$ cat src/rtl/vga_rx_monitor.sv
// Receive-side VGA timing monitor: recovers pixel coordinates from the sampled
// sync/blank stream, measures line and frame geometry, and declares lock.
module vga_rx_monitor #(
  parameter int H_TOTAL     = 800,
  parameter int H_ACTIVE    = 640,
  parameter int V_TOTAL     = 525,
  parameter int V_ACTIVE    = 480,
  parameter int LOCK_FRAMES = 2
) (
  input  logic       Clk,
  input  logic       Reset,
  input  logic       vga_clk,
  input  logic       hs,
  input  logic       vs,
  input  logic       blank,
  output logic [9:0] rx_x,
  output logic [9:0] rx_y,
  output logic       rx_de,
  output logic       frame_pulse,
  output logic       locked,
  output logic [7:0] err_count,
  output logic [9:0] last_h_period,
  output logic [9:0] last_v_lines
);

  typedef enum logic [1:0] {SEARCH, MEASURE, LOCKED} state_t;

  localparam logic [9:0] CNT_MAX    = 10'h3FF;
  localparam logic [9:0] H_TOTAL_C  = 10'(H_TOTAL);
  localparam logic [9:0] H_ACTIVE_C = 10'(H_ACTIVE);
  localparam logic [9:0] V_TOTAL_C  = 10'(V_TOTAL);
  localparam logic [9:0] V_ACTIVE_C = 10'(V_ACTIVE);
  localparam logic [7:0] LOCK_C     = 8'(LOCK_FRAMES);

  function automatic logic [9:0] inc10(input logic [9:0] v);
    return (v == CNT_MAX) ? v : v + 10'd1;
  endfunction

  function automatic logic [7:0] inc8(input logic [7:0] v);
    return (v == 8'hFF) ? v : v + 8'd1;
  endfunction

  logic       vclk_q, vclk_prev_q, hs_q, vs_q, blank_q;
  logic       hs_t_q, vs_t_q, blank_t_q, hs_t_d, vs_t_d, blank_t_d;
  logic [9:0] hcnt_q, hcnt_d, acnt_q, acnt_d, vcnt_q, vcnt_d, yact_q, yact_d;
  logic       mis_q, mis_d;
  logic [7:0] good_q, good_d;
  state_t     state_q, state_d;
  logic [9:0] rx_x_q, rx_x_d, rx_y_q, rx_y_d;
  logic       rx_de_q, rx_de_d, frame_pulse_q, frame_pulse_d, locked_q, locked_d;
  logic [7:0] err_count_q, err_count_d;
  logic [9:0] last_h_period_q, last_h_period_d, last_v_lines_q, last_v_lines_d;

  logic       tick, hs_fall, vs_fall, blank_rise, blank_fall, frame_good;
  logic [9:0] h_period;

  // Edges are judged between the samples of consecutive pixel ticks.
  assign tick       = vclk_q & ~vclk_prev_q;
  assign hs_fall    = tick & hs_t_q & ~hs_q;
  assign vs_fall    = tick & vs_t_q & ~vs_q;
  assign blank_rise = tick & ~blank_t_q & blank_q;
  assign blank_fall = tick & blank_t_q & ~blank_q;
  assign h_period   = (hcnt_q == CNT_MAX) ? CNT_MAX : hcnt_q + 10'd1;

  always_comb begin
    hs_t_d          = hs_t_q;
    vs_t_d          = vs_t_q;
    blank_t_d       = blank_t_q;
    hcnt_d          = hcnt_q;
    acnt_d          = acnt_q;
    vcnt_d          = vcnt_q;
    yact_d          = yact_q;
    mis_d           = mis_q;
    good_d          = good_q;
    state_d         = state_q;
    err_count_d     = err_count_q;
    rx_x_d          = rx_x_q;
    rx_y_d          = rx_y_q;
    rx_de_d         = 1'b0;
    frame_pulse_d   = 1'b0;
    last_h_period_d = last_h_period_q;
    last_v_lines_d  = last_v_lines_q;
    frame_good      = 1'b0;

    if (tick) begin
      hs_t_d    = hs_q;
      vs_t_d    = vs_q;
      blank_t_d = blank_q;
      hcnt_d    = inc10(hcnt_q);
    end

    if (hs_fall) begin
      last_h_period_d = h_period;
      hcnt_d          = '0;
      vcnt_d          = inc10(vcnt_q);
      if (h_period != H_TOTAL_C) mis_d = 1'b1;
    end

    if (tick && blank_q) begin
      rx_de_d = 1'b1;
      rx_x_d  = blank_rise ? 10'd0 : acnt_q;
      rx_y_d  = yact_q;
      acnt_d  = blank_rise ? 10'd1 : inc10(acnt_q);
    end

    if (blank_fall) begin
      if (acnt_q != H_ACTIVE_C) mis_d = 1'b1;
      yact_d = inc10(yact_q);
    end

    // Frame close sees this tick's hs/blank updates, so a coincident hs edge
    // belongs to the frame being closed.
    if (vs_fall) begin
      frame_good     = !mis_d && (vcnt_d == V_TOTAL_C) && (yact_d == V_ACTIVE_C);
      last_v_lines_d = vcnt_d;
      vcnt_d         = '0;
      yact_d         = '0;
      mis_d          = 1'b0;
      case (state_q)
        SEARCH: state_d = MEASURE;
        MEASURE: begin
          frame_pulse_d = 1'b1;
          if (frame_good) begin
            good_d = good_q + 8'd1;
            if (good_d == LOCK_C) state_d = LOCKED;
          end else begin
            good_d      = '0;
            err_count_d = inc8(err_count_q);
          end
        end
        LOCKED: begin
          frame_pulse_d = 1'b1;
          if (!frame_good) begin
            state_d     = MEASURE;
            good_d      = '0;
            err_count_d = inc8(err_count_q);
          end
        end
        default: state_d = SEARCH;
      endcase
    end

    locked_d = (state_d == LOCKED);
  end

  always_ff @(posedge Clk or posedge Reset) begin
    if (Reset) begin
      vclk_q          <= 1'b0;
      vclk_prev_q     <= 1'b0;
      hs_q            <= 1'b0;
      vs_q            <= 1'b0;
      blank_q         <= 1'b0;
      hs_t_q          <= 1'b0;
      vs_t_q          <= 1'b0;
      blank_t_q       <= 1'b0;
      hcnt_q          <= '0;
      acnt_q          <= '0;
      vcnt_q          <= '0;
      yact_q          <= '0;
      mis_q           <= 1'b0;
      good_q          <= '0;
      state_q         <= SEARCH;
      err_count_q     <= '0;
      rx_x_q          <= '0;
      rx_y_q          <= '0;
      rx_de_q         <= 1'b0;
      frame_pulse_q   <= 1'b0;
      locked_q        <= 1'b0;
      last_h_period_q <= '0;
      last_v_lines_q  <= '0;
    end else begin
      vclk_q          <= vga_clk;
      vclk_prev_q     <= vclk_q;
      hs_q            <= hs;
      vs_q            <= vs;
      blank_q         <= blank;
      hs_t_q          <= hs_t_d;
      vs_t_q          <= vs_t_d;
      blank_t_q       <= blank_t_d;
      hcnt_q          <= hcnt_d;
      acnt_q          <= acnt_d;
      vcnt_q          <= vcnt_d;
      yact_q          <= yact_d;
      mis_q           <= mis_d;
      good_q          <= good_d;
      state_q         <= state_d;
      err_count_q     <= err_count_d;
      rx_x_q          <= rx_x_d;
      rx_y_q          <= rx_y_d;
      rx_de_q         <= rx_de_d;
      frame_pulse_q   <= frame_pulse_d;
      locked_q        <= locked_d;
      last_h_period_q <= last_h_period_d;
      last_v_lines_q  <= last_v_lines_d;
    end
  end

  assign rx_x          = rx_x_q;
  assign rx_y          = rx_y_q;
  assign rx_de         = rx_de_q;
  assign frame_pulse   = frame_pulse_q;
  assign locked        = locked_q;
  assign err_count     = err_count_q;
  assign last_h_period = last_h_period_q;
  assign last_v_lines  = last_v_lines_q;

endmodule

$ cat config.mk
export PLATFORM = sky130hd
export DESIGN_NAME = vga_rx_monitor
export DESIGN_NICKNAME = d
export VERILOG_FILES = /design/src/rtl/vga_rx_monitor.sv
export SDC_FILE = /design/constraint.sdc
export NUM_CORES = 1
export LEC_CHECK = 0
export BUFFER_PORTS_ARGS = -buffer_cell sky130_fd_sc_hd__buf_2
export CORE_AREA = 2 2 73 144
export CTS_CLUSTER_SIZE = 12
export DETAILED_ROUTE_END_ITERATION = 7
export DIE_AREA = 0 0 75 146
export HOLD_SLACK_MARGIN = 0.15
export MAX_ROUTING_LAYER = met4
export PLACE_DENSITY = 0.83
export SETUP_SLACK_MARGIN = 0.1
export SLEW_MARGIN = 15
export SYNTH_ARGS = -nofsm -noshare
export SYNTH_HDL_FRONTEND = slang
export SYNTH_SLANG_ARGS = --single-unit
$ cat constraint.sdc
create_clock -name Clk -period 6.5 [get_ports Clk]
set_input_delay 0.325 -clock Clk [delete_from_list [all_inputs] [get_ports Clk]]
set_output_delay 0.325 -clock Clk [all_outputs]
set_load 0.01 [all_outputs]
Yosys cells after proc, flatten, opt, wreduce, memory -nomap -nowiden
Index checks and enable logic that the tools add are counted.

Add/sub/neg operators: 6. Eq/ne operators: 16. Mux-type cells: 29. Bitwise logic cells: 16. Reduce and logical (&&, ||, !) cells: 12.

Operators with widths (number): 10-bit 2-to-1 mux (13); 10-bit equality test, second input constant (5); 10-bit by 1-bit adder with 10-bit output, second input constant (4); 10-bit != test, second input constant (2); 8-bit by 1-bit adder with 8-bit output, second input constant (2); 8-bit 2-to-1 mux (2); 8-bit case mux with 2 select lines (1); 10-bit by 9-bit equality test with 1-bit output, second input constant (1); 1-bit AND (9); 8-bit by 2-bit equality test with 1-bit output, second input constant (1); 8-bit equality test, second input constant (1); 1-bit 2-to-1 mux (8); 2-bit 2-to-1 mux (4); 1-bit inverter (7); 2-bit != test, second input constant (3); 2-bit case mux with 3 select lines (1); 2-bit equality test, second input constant (2); 2-bit AND reduction (2); 4-bit AND reduction (1); 2-bit nonzero test (2); 1-bit logical AND (3); 3-bit AND reduction (1); 2-bit by 1-bit equality test with 1-bit output, second input constant (1); 2-bit logical NOT (1); 2 further kinds (2).

Flip-flop bits (word level): 110. Bits of input ports: 6. Output and inout port bits: 51. Word-level logic and storage cells: 102.

Longest topological paths before layout
Gate-level depths: netlist (run 1).

Word-level depth: 14. Gate-level depth with buffers: 11. Gate-level depth less buffers: 9.

Worst setup path before layout (run 1)
Ideal clock, no wire load.

Kind: reg-to-reg. From: register vcnt_q[0]. To: register err_count_q[1], in the netlist err_count[1]. Setup time: 125 ps. Arrival: 2532 ps. Required time: 6375 ps. Slack: 3844 ps. Stages on the path, launching flop included: 10. Buffers on the path: 0. Period minus slack after synthesis: 2656 ps. Path through: dfrtp_1 > ha_1 > nand2_1 > or4_1 > o311a_1 > or4b_1 > and4bb_1 > nand4_2 > nand3_1 > mux2_2.

Cells in the longest elaborated chain, start to end: 8. Elaborated cells between the ends (all ways): 9. Classes of those cells: add/sub (1); eq/ne (2); mux (2); bitwise (1); reduce/logical (3).

Ends and longest elaborated chain: start, declared (RTL line 45) `logic [9:0] hcnt_q, hcnt_d, acnt_q, acnt_d, vcnt_q, vcnt_d, yact_q, yact_d;`; start signal, assigned (RTL line 182) `vcnt_q <= vcnt_d;`; 10-bit by 1-bit adder with 10-bit output / 10-bit equality test (equally long branches) (RTL line 36) `return (v == CNT_MAX) ? v : v + 10'd1;`; 10-bit 2-to-1 mux (RTL line 36); 10-bit 2-to-1 mux * (RTL line 92) `if (hs_fall) begin`; 10-bit equality test * (RTL line 114) `frame_good = !mis_d && (vcnt_d == V_TOTAL_C) && (yact_d == V_ACTIVE_C);`; 1-bit logical AND * (2 in a row) (RTL line 114); 1-bit inverter (no source line) *; 4-bit AND reduction (no source line) *; end signal, assigned (RTL line 187) `err_count_q <= err_count_d;`; end, declared (RTL line 51) `logic [7:0] err_count_q, err_count_d;`.

Mark *: on every way between the ends. The rest lies on a longest branch, timed or not. A chain may end at the register's enable or synchronous reset.

Worst setup path after layout (run 1)
From: register vclk_prev_q. To: register err_count_q[1], in the netlist err_count[1].

Cells in the longest elaborated chain, start to end: 12. Elaborated cells between the ends (all ways): 20. Classes of those cells: eq/ne (2); mux (5); bitwise (9); reduce/logical (4).

Ends and longest elaborated chain: start, declared (RTL line 43) `logic vclk_q, vclk_prev_q, hs_q, vs_q, blank_q;`; start signal, assigned (RTL line 173) `vclk_prev_q <= vclk_q;`; 1-bit inverter * (RTL line 58) `assign tick = vclk_q & ~vclk_prev_q;`; 1-bit AND * (RTL line 58); 1-bit AND (2 in a row) (RTL line 59) `assign hs_fall = tick & hs_t_q & ~hs_q;`; 1-bit 2-to-1 mux (RTL line 92); 1-bit 2-to-1 mux (RTL line 107) `if (acnt_q != H_ACTIVE_C) mis_d = 1'b1;`; 1-bit 2-to-1 mux (RTL line 106) `if (blank_fall) begin`; 1-bit logical NOT (RTL line 114); 1-bit logical AND (2 in a row) (RTL line 114); 1-bit inverter (no source line); 4-bit AND reduction (no source line) *.

Marks and branches as above.

==> results of run 1 <==
[kinds of logic (layout without fill, tap and decap cells)]
group,count (synthesis),count (layout),share of synthesized area
buf+inv,47,94,0.0331
flops,110,110,0.495
compound gates,98,98,0.110
mux,11,11,0.0200
fa+ha+maj,12,12,0.0270
xor+xnor,33,33,0.0520
simple gates,303,303,0.263
[power by group through the flow]
stage | Combinational [mW] | Sequential [mW] | Clock (mW)
final | 0.280 | 0.844 | 0.573
after global routing | 0.321 | 0.856 | 0.605
after global placement | 0.270 | 0.847 | 0
after detailed placement | 0.280 | 0.854 | 0
after floorplan | 0.175 | 0.854 | 0
after CTS | 0.284 | 0.842 | 0.583
[worst paths after layout]
path | depth (start not counted) | slack [ns] | end
setup / recovery | 8 | 2.75 | err_count[1]
hold / removal | 2 | 0.47 | rx_y[9]
setup reg to reg | 8 | 2.75 | err_count[1]
hold reg to reg | 2 | 0.47 | rx_y[9]
max in group asynchronous | 4 | 4.72 | rx_y[2]
min in group asynchronous | 3 | 0.57 | last_h_period[2]
[state kept, by name, indices dropped and copies added (netlist names)]
signal	cells
hs_q	1
yact_q	10
good_q	8
rx_x	10
vs_q	1
hcnt_q	10
last_h_period	10
vclk_prev_q	1
state_q	2
hs_t_q	1
rx_y	10
err_count	8
vs_t_q	1
last_v_lines	10
locked	1
frame_pulse	1
acnt_q	10
vclk_q	1
rx_de	1
blank_t_q	1
mis_q	1
vcnt_q	10
blank_q	1
[metal layers]
metal  GRT usage  vias up  share of wire
met1       0.251     2244           0.38
met3      0.0346       34          0.029
met4       0.111        0          0.028
met5           -        -              0
met2       0.414      111           0.56
li1            -     2214              -
[critical path, cell delays in order (launching register included)]
cell	delay, ns
dfrtp_1	0.42
and4bb_2	0.72
o31a_1	0.29
xnor2_1	0.11
or4b_1	0.54
and4bb_1	0.29
nand4_2	0.53
nand3_1	0.36
mux2_2	0.36
[stage by stage]
stage	hold slack, ns	setup slack (ns)
detailed placement	0.420	2.76
floorplan	0.356	3.27
CTS	0.475	2.76
global placement	0.413	2.87
global route	0.490	2.50
finish	0.467	2.75
[cell usage after synthesis, types with 6 or more instances]
master,instances,area (um^2)
nand2_1,111,417
dfrtp_1,110,2750
nor2_1,75,282
o21ai_0,45,225
clkbuf_1,31,116
nand3_1,26,130
a21oi_1,19,95.1
xor2_1,17,149
xnor2_1,16,140
nand4_1,15,93.8
inv_1,13,48.8
ha_1,12,150
mux2i_1,10,100
nor3_1,10,50.1
or3_1,10,62.6
a31oi_1,9,56.3
nor3b_1,8,60.1
nor4_1,8,50.1
and3_1,7,43.8
nand2b_1,6,37.5
[area by class of cell]
cell class / count / area [um^2] / area share
clock buffers: 10 / 239 / 0.0380
clock inverters: 4 / 72.6 / 0.0115
inverters: 14 / 55.1 / 0.00876
multi-input cells: 457 / 2630 / 0.419
flip-flops and latches: 110 / 2750 / 0.438
well taps: 132 / 165 / 0.0263
repair buffers: 66 / 368 / 0.0585
[what timing repair did]
action,in CTS,in global routing
hold buffers,5,0
hold endpoints to repair,48,0
buffers inserted,0,0
==> results by group, run 1 <==
Status
  • Outcome: complete, no violations

Finish
  • Share of cells above drive strength 1: 0.132
  • N_diodes: 0
  • Synthesis-to-layout area growth: 13.0%
  • Commonest non-fill, non-tap cell in the layout: nand2_1
  • Post-route cell area: roughly 0.0063 mm^2
  • Commonest cells after routing, fill and taps aside: nand2_1, dfrtp_1, nor2_1
  • Final cell count without fillers: ~790
  • Fin util: 0.644
  • Nets@finish: approximately 680
  • Fillers: between 800 and 900

Clocking
  • Clk slew on worst S/H paths: about 0.07 ns
  • Clock Tree Buf Depth: 2
  • CTS tree: built
  • CTS H-tree lvls: 3
  • CTS Sinks: between 100 and 150
  • Clock Tree Root: clkbuf_16
  • Number of CTS-inserted buffers: 9
  • Clock latency on the worst-skew pair: 0.35 ns
  • Post-cts sizing count: 0

Floorplanning
  • I/O pins: 57
  • Starting Density: 0.570
  • Die area: around 0.011 mm^2
  • Core Rows: between 50 and 60
  • DIE WIDTH: between 70 and 80 um
  • Vert. Die Dim: roughly 150 um
  • Core area: 0.00976 mm^2

Timing
  • Minimum clock period: ~3.8 ns
  • Setup TNS: 0 ns
  • Max-slew headroom: 0.469
  • Final Hold Viols: 0
  • Slew Viols, Final: 0
  • Final Setup Violations: 0
  • Actual slew at the worst max-slew pin: around 0.80 ns
  • F_max: approximately 270 MHz
  • Clock Skew: between 0.008 and 0.009 ns
  • RSZ-0062 raised after global routing: false
  • Final worst-path cycle share: 0.577

Logic synthesis
  • Seq/Total Area, Yosys: 0.495
  • Top FF cell, synth: dfrtp_1
  • Mapped Area: ~0.0056 mm^2
  • Avg Cell Area, Syn: between 9 and 10 um^2
  • #FFs+latches synth: 110
  • Post-synth EDFFs: 0
  • Net Count, Synth: about 630
  • Synthesis Warnings: 0
  • Cell variety after synth: 56
  • Synth async-reset ratio: 1.00
  • Synth Instances: between 600 and 700

Global route
  • Largest net degree at the start of global routing: between 60 and 70
  • Total GRT Usage: 0.237
  • Remaining Overflow, GRT: 0
  • Number of global-route vias before repair: 4,481
  • First-pass GRT wire length: around 20,000 um
  • Initial antenna violation count: 0

Worst hold path
  • Hold crit path type: register to register
  • Min-delay src: rx_y[9]

Pwr
  • Psw: around 480 uW
  • Cell internal pwr: 1.22 mW
  • Reg power frac: 0.497
  • Clock share of power: 0.338
  • Peak VDD IR: 0.207 mV
  • PwrDens: between 200 and 300 mW/mm^2
  • Comb power frac: 0.165
  • Switching part of the total: 0.281
  • Pwr Total: roughly 1.7 mW
  • Leakage: 2.93 nW

Placed design
  • Placed inst area: slightly below 0.006 mm^2
  • HPWL after detailed placement: 8580 um
  • # port buffers: 56
  • Placed insts: a little under 800
  • Gp weighted congestion: about 0.9

Critical path
  • CP Class: register to register
  • Critical path arrival: 3.99 ns
  • Reg2reg start: vclk_prev_q
  • Worst EP required: roughly 6.7 ns
  • Crit path launch type: register
  • CP Max Fanout: 30
  • Critical path origin: vclk_prev_q
  • Critical Path End Type: register

Routing
  • Final WL: 11,900 um
  • First-pass iteration count of the detailed router: 5
  • DRC errors left: 0
  • Via count: approximately 4,600
  • DR iter-0 viols: 340
  • Drt via density: between 5 and 6
  • Antenna Nets Post-Route: 0
  • Routed WL per cell: around 15 um

Job
  • Max-cap violation count: 0
No activity file was read; power rests on OpenSTA's default activity.
==> run 2: changes to the inputs <==
==> constraint.sdc (replaced) <==
create_clock -name Clk -period 3.7 [get_ports Clk]
set_input_delay 0.185 -clock Clk [delete_from_list [all_inputs] [get_ports Clk]]
set_output_delay 0.185 -clock Clk [all_outputs]
set_load 0.01 [all_outputs]
==> results by group, run 2 (synthesized netlist as in run 1, its figures left out) <==
Timing
  • Max-slew headroom: 0.462 (-0.00678)
  • Final worst-path cycle share: 0.836 (+0.259)
  • Minimum clock period: 3.09 ns (-0.659 ns)
  • Final Setup Violations: 0 (unchanged)
  • RSZ-0062 raised after global routing: false
  • Slew Viols, Final: 0 (unchanged)
  • Final worst slack: 0.606 ns (-2.14 ns)
  • Final Hold Viols: 0 (unchanged)
  • Setup TNS: 0 ns (unchanged)
  • Clock Skew: 0.0107 ns (+0.00225 ns)
  • F_max: 323 MHz (+21%)
  • Actual slew at the worst max-slew pin: 0.807 ns (+0.0102 ns)

Pwr
  • Clock share of power: 0.323 (-0.015)
  • Psw: 906 uW (+90%)
  • Peak VDD IR: 0.308 mV (+49%)
  • Cell internal pwr: 2.02 mW (+65%)
  • PwrDens: 464 mW/mm^2 (+72%)
  • Reg power frac: 0.504 (+0.007)
  • Leakage: 2.94 nW (+0.44%)
  • Switching part of the total: 0.310 (+0.0289)
  • Comb power frac: 0.173 (+0.008)

Critical path
  • Reg2Reg Setup Slack: 0.61 ns (-2.14 ns)
  • Critical path arrival: 3.39 ns (-0.60 ns)
  • Critical Path End Type: register
  • Critical path origin: yact_q[0]
  • Worst EP required: 4.00 ns (-2.73 ns)
  • CP Capture Point: locked
  • Worst reg2reg endpoint: locked
  • CP Class: register to register
  • Crit path launch type: register
  • CP Max Fanout: 10 (-67%)
  • Reg2reg start: yact_q[0]
  • R2r worst-path depth: 10 (+2)

Clocking
  • CTS tree: built
  • Number of CTS-inserted buffers: 9 (unchanged)
  • CTS H-tree lvls: 3 (unchanged)
  • Clk slew on worst S/H paths: 0.08 ns (about the same)
  • CTS Sinks: 110 (unchanged)
  • Clock latency on the worst-skew pair: 0.36 ns (about the same)
  • Setup repair bufs after CTS: 0 (unchanged)
  • Clock Tree Root: clkbuf_16
  • Clock Tree Buf Depth: 2 (unchanged)

Routing
  • Met2 wire length: 6610 um (-0.99%)
  • DRC errors left: 0 (unchanged)
  • Highest metal used: met4
  • Via count: 4,613 (+0.22%)
  • Met3 WL post-DR: 434 um (+25%)
  • Antenna Nets Post-Route: 0 (unchanged)
  • Final WL: 12,100 um (+1.8%)
  • Met1 wire length: 4730 um (+3.8%)
  • DR iter-0 viols: 286 (-16%)
  • Routed WL per cell: 15.2 um (+0.90%)
  • First-pass iteration count of the detailed router: 5 (unchanged)
  • Drt via density: 5.77 (-0.66%)

Finish
  • Share of cells above drive strength 1: 0.141 (+0.00910)
  • Synthesis-to-layout area growth: 13.3%
  • Register area: 0.00275 mm^2 (unchanged)
  • Commonest cells after routing, fill and taps aside: nand2_1, dfrtp_1, nor2_1
  • Fillers: 799 (-2.4%)
  • Nets@finish: 681 (+0.74%)
  • N_diodes: 0 (unchanged)
  • Fin util: 0.646 (+0.00192)
  • Commonest non-fill, non-tap cell in the layout: nand2_1
  • Multi-input gate area: 0.00263 mm^2 (unchanged)

Global route
  • Number of global-route vias before repair: 4,501 (+0.45%)
  • Total GRT Usage: 0.241 (+0.00365)
  • Largest net degree at the start of global routing: 51 (-24%)
  • Remaining Overflow, GRT: 0 (unchanged)
  • First-pass GRT wire length: 20,300 um (+1.2%)
  • Initial antenna violation count: 0 (unchanged)

Worst hold path
  • Hold crit path type: input pin to asynchronous set/reset pin

Status
  • Outcome: complete, no violations

Floorplanning
  • Core area: 0.00976 mm^2 (unchanged)
  • Vert. Die Dim: 146 um (unchanged)
  • Die area: 0.0110 mm^2 (unchanged)
  • DIE WIDTH: 75 um (unchanged)
  • Core Rows: 51 (unchanged)
  • Starting Density: 0.570 (unchanged)
  • I/O pins: 57 (unchanged)

Placed design
  • Worst Setup Slack post-DPL: 0.654 ns (-2.10 ns)
  • # port buffers: 56 (unchanged)
  • HPWL after detailed placement: 8720 um (+1.6%)
  • Gp weighted congestion: 0.881 (-1.9%)

Job
  • Max-cap violation count: 0 (unchanged)
run 2: cell count changes in the layout (fill, tap and decap cells not counted), sizes merged:
| cell | delta |
|---|---|
| clkinv | +2 |
| inv | +3 |
| clkbuf | -1 |
| buf | +5 |
| bufinv | -2 |
run 2: layout make-up:
type,instances,area share
flip-flops and latches,110,0.437
repair buffers,71,0.0643
well taps,132,0.0262
inverters,14,0.00874
multi-input cells,457,0.418
clock buffers,9,0.0357
clock inverters,7,0.0107
run 2: worst min-delay path by stage:
stage	start	endpoint	slack (ns)	cells past startpoint
floorplan	blank	blank_q	0.22	0
finish	Reset	last_h_period[0]	0.46	3
detailed placement	blank	blank_q	0.29	1
global route	hs	hs_q	0.48	2
global placement	Reset	rx_x[2]	0.30	2
CTS	Reset	last_h_period[0]	0.47	3
run 2: power by group through the flow:
stage / logic [mW] / clock network (mW) / registers [mW]
floorplan: 0.308 / 0 / 1.50
global placement: 0.486 / 0 / 1.48
detailed placement: 0.506 / 0 / 1.49
CTS: 0.514 / 0.964 / 1.47
global route: 0.571 / 1.01 / 1.50
finish: 0.506 / 0.942 / 1.47
run 2: layer usage:
metal	GRT usage	up-vias
met3	0.0402	35
met4	0.107	0
met1	0.280	2233
li1	-	2219
met5	-	-
met2	0.396	126
run 2: repair_timing:
action | in CTS | in global routing
endpoints found under the setup margin | 0 | 0
hold buffers | 5 | 0
hold endpoints to repair | 52 | 0
gates resized for setup | 0 | 0
run 2: critical path, stage by stage, from the launching register on:
cell and delay [ns]:
dfrtp_1 0.48, ha_1 0.21, nand3_1 0.15, o31ai_2 0.62
mux2i_1 0.33, nand2_1 0.09, nor4_1 0.29, nand4_2 0.24
buf_4 0.25, o31ai_4 0.23, o21a_1 0.15
run 2: per-stage QoR:
step	hold WS, ns	std cells	total power, mW	area (um^2)
finish	0.459	800	2.92	6300
floorplan	0.216	614	1.81	5560
detailed placement	0.295	779	2.00	5960
global route	0.475	800	3.08	6300
CTS	0.469	800	2.95	6300
global placement	0.297	779	1.97	5960
==> run 3: changes to the inputs <==
--- a/config.mk
+++ b/config.mk
@@ -6,13 +6,13 @@
 export NUM_CORES = 1
 export LEC_CHECK = 0
 export BUFFER_PORTS_ARGS = -buffer_cell sky130_fd_sc_hd__buf_2
-export CORE_AREA = 2 2 73 144
+export CORE_AREA = 2 2 76 150
 export CTS_CLUSTER_SIZE = 12
 export DETAILED_ROUTE_END_ITERATION = 7
-export DIE_AREA = 0 0 75 146
+export DIE_AREA = 0 0 78 152
 export HOLD_SLACK_MARGIN = 0.15
 export MAX_ROUTING_LAYER = met4
-export PLACE_DENSITY = 0.83
+export PLACE_DENSITY = 0.8
 export SETUP_SLACK_MARGIN = 0.1
 export SLEW_MARGIN = 15
 export SYNTH_ARGS = -nofsm -noshare
==> constraint.sdc (replaced) <==
create_clock -name Clk -period 2.7 [get_ports Clk]
set_input_delay 0.135 -clock Clk [delete_from_list [all_inputs] [get_ports Clk]]
set_output_delay 0.135 -clock Clk [all_outputs]
set_load 0.01 [all_outputs]
==> results by group, run 3 (synthesized netlist as in run 1, its figures left out) <==
Critical path
  • Critical path arrival: 2.97 ns (-0.42 ns)
  • Cell mode on critical path: nand4_4
  • Worst reg2reg endpoint: locked
  • Worst EP required: 2.99 ns (-1.01 ns)
  • Crit path launch type: register
  • Critical path origin: vcnt_q[7]
  • CP Class: register to register
  • Cell Chain, Critical Path: nand4_4 > or4_1 > o311a_1 > or4b_1 > and4bb_1 > nand4_4 > buf_6 > o31ai_4 > o21a_1
  • R2r worst-path depth: 9 (-1)
  • Slowest CP cell: or4_1
  • CP Capture Point: locked
  • Reg2reg start: vcnt_q[7]
  • CP Max Fanout: 5 (-5)
  • Critical Path End Type: register
  • Levels on crit path: 9 (-1)
  • Critical path's top delay family: simple AND/OR/NAND/NOR gates
  • Crit path buffers/inverters: 1 (unchanged)
  • Worst path max stage delay: 0.52 ns (-0.10 ns)
  • Reg2Reg Setup Slack: 0.02 ns (-0.59 ns)

Floorplanning
  • Vert. Die Dim: 152 um (+4.1%)
  • I/O pins: 57 (unchanged)
  • Die area: 0.0119 mm^2 (+8.3%)
  • Starting Density: 0.515 (-0.0552)
  • Core Rows: 54 (+5.9%)
  • Core area: 0.0108 mm^2 (+11%)
  • DIE WIDTH: 78 um (+4.0%)

Clocking
  • Clock latency on the worst-skew pair: 0.35 ns (about the same)
  • CTS Sinks: 110 (unchanged)
  • Clock Tree Buf Depth: 2 (unchanged)
  • Clock Tree Root: clkbuf_16
  • CTS tree: built
  • Number of CTS-inserted buffers: 9 (unchanged)
  • CTS H-tree lvls: 3 (unchanged)
  • Clk slew on worst S/H paths: 0.07 ns (about the same)

Global route
  • Met3 Track Usage GR: 0.0433 (+0.00318)
  • GRT busiest layer: met2
  • Grt met1 use: 0.245 (-0.0348)
  • Number of global-route vias before repair: 4,918 (+9.3%)
  • Largest net degree at the start of global routing: 78 (+53%)
  • Total GRT Usage: 0.244 (+0.00326)
  • Global Route met2 Usage: 0.447 (+0.0518)
  • First-pass GRT wire length: 22,600 um (+11%)
  • Remaining Overflow, GRT: 0 (unchanged)
  • Initial antenna violation count: 0 (unchanged)

Finish
  • Commonest cells after routing, fill and taps aside: nand2_1, dfrtp_1, nor2_1
  • Post-route cell area: 0.00691 mm^2 (+9.6%)
  • Final cell count without fillers: 866 (+8.3%)
  • Nets@finish: 739 (+8.5%)
  • N_diodes: 0 (unchanged)
  • Synthesis-to-layout area growth: 24.2%
  • Share of cells above drive strength 1: 0.234 (+0.0934)

Routing
  • Routed WL per cell: 15.7 um (+3.5%)
  • Antenna Nets Post-Route: 0 (unchanged)
  • DRC errors left: 0 (unchanged)
  • DR iter-0 viols: 287 (+0.35%)
  • Final WL: 13,600 um (+12%)
  • First-pass iteration count of the detailed router: 7 (+2)
  • Via count: 4,880 (+5.8%)
  • Drt via density: 5.64 (-2.3%)

Pwr
  • Pwr Total: 4.18 mW (+43%)
  • Leakage: 3.26 nW (+11%)
  • PwrDens: 605 mW/mm^2 (+31%)
  • Peak VDD IR: 0.400 mV (+30%)

Timing
  • Minimum clock period: 2.68 ns (-0.411 ns)
  • Actual slew at the worst max-slew pin: 0.817 ns (+0.00987 ns)
  • Final Setup Violations: 0 (unchanged)
  • Final Hold Viols: 0 (unchanged)
  • Clock Skew: 0.00633 ns (-0.00432 ns)
  • RSZ-0062 raised after global routing: true
  • F_max: 373 MHz (+15%)
  • Max-slew headroom: 0.455 (-0.00658)
  • Final worst-path cycle share: 0.994 (+0.157)
  • Slew Viols, Final: 0 (unchanged)

Job
  • Max-cap violation count: 0 (unchanged)

Placed design
  • # port buffers: 56 (unchanged)
  • Placed insts: 838 (+7.6%)
  • Placed inst area: 0.00638 mm^2 (+7.1%)
  • Gp weighted congestion: 0.898 (+1.9%)
  • HPWL after detailed placement: 9720 um (+11%)

Worst hold path
  • Hold crit path type: input pin to register

Status
  • Outcome: complete, no violations
[run 3: cell count changes in the layout (fill, tap and decap cells not counted), moves of 3 or more]
cell	before	now
buf_4	10	64
nor3_1	10	6
buf_6	0	3
nor4_2	0	3
clkinv_2	0	3
nor4_1	8	4
nor3_2	0	4
[run 3: routing by layer]
| metal | part of all wire | up-vias |
|---|---|---|
| met2 | 0.56 | 142 |
| met1 | 0.36 | 2352 |
| li1 | - | 2336 |
| met4 | 0.037 | 0 |
| met3 | 0.038 | 50 |
| met5 | 0 | - |
[run 3: stage by stage]
step / setup WS (ns) / utilization / setup TNS (ns) / hold slack [ns]
2_1_floorplan: 0.0903 / - / 0 / 0.166
3_3_place_gp: -0.0489 / 0.590 / -0.119 / 0.247
3_5_place_dp: -0.101 / 0.590 / -0.456 / 0.245
4_1_cts: 0.00919 / 0.629 / 0 / 0.424
5_1_grt: -0.114 / 0.639 / -0.793 / 0.432
6_report: 0.0173 / 0.639 / 0 / 0.429
[run 3: worst reg2reg max path, cell delays in order (launching register included)]
cell and delay [ns]:
dfrtp_1 0.40, nand4_4 0.13, or4_1 0.52, o311a_1 0.13
or4b_1 0.46, and4bb_1 0.31, nand4_4 0.16, buf_6 0.19
o31ai_4 0.18, o21a_1 0.15
[run 3: worst min-delay path by stage]
stage                     startpoint  endpoint  cells past startpoint
after floorplan                blank   blank_q                      0
after global placement       vga_clk    vclk_q                      1
after detailed placement       blank   blank_q                      1
after CTS                    vga_clk    vclk_q                      2
after global routing         vga_clk    vclk_q                      2
final                          blank   blank_q                      2
[run 3: report_power, final]
| group | total (mW) | internal [mW] | switching [mW] |
|---|---|---|---|
| registers | 2.00 | 1.83 | 0.165 |
| logic | 0.874 | 0.381 | 0.493 |
| clock network | 1.31 | 0.718 | 0.593 |
[run 3: what timing repair did]
action | in CTS | in global routing
hold endpoints to repair | 37 | 0
endpoints found under the setup margin | 19 | 19
resized for setup | 8 | 15
setup buffers | 4 | 4
pin swaps | 3 | 5
hold buffers | 5 | 0
[run 3: area by class of cell]
cell class | instances | area, um^2
inverter | 14 | 56.3
clock inverter | 6 | 61.3
clock buffer | 10 | 229
tap | 140 | 175
sequential | 110 | 2750
fill | 892 | 3900
timing repair buffer | 129 | 865
multi-input combinational | 457 | 2770
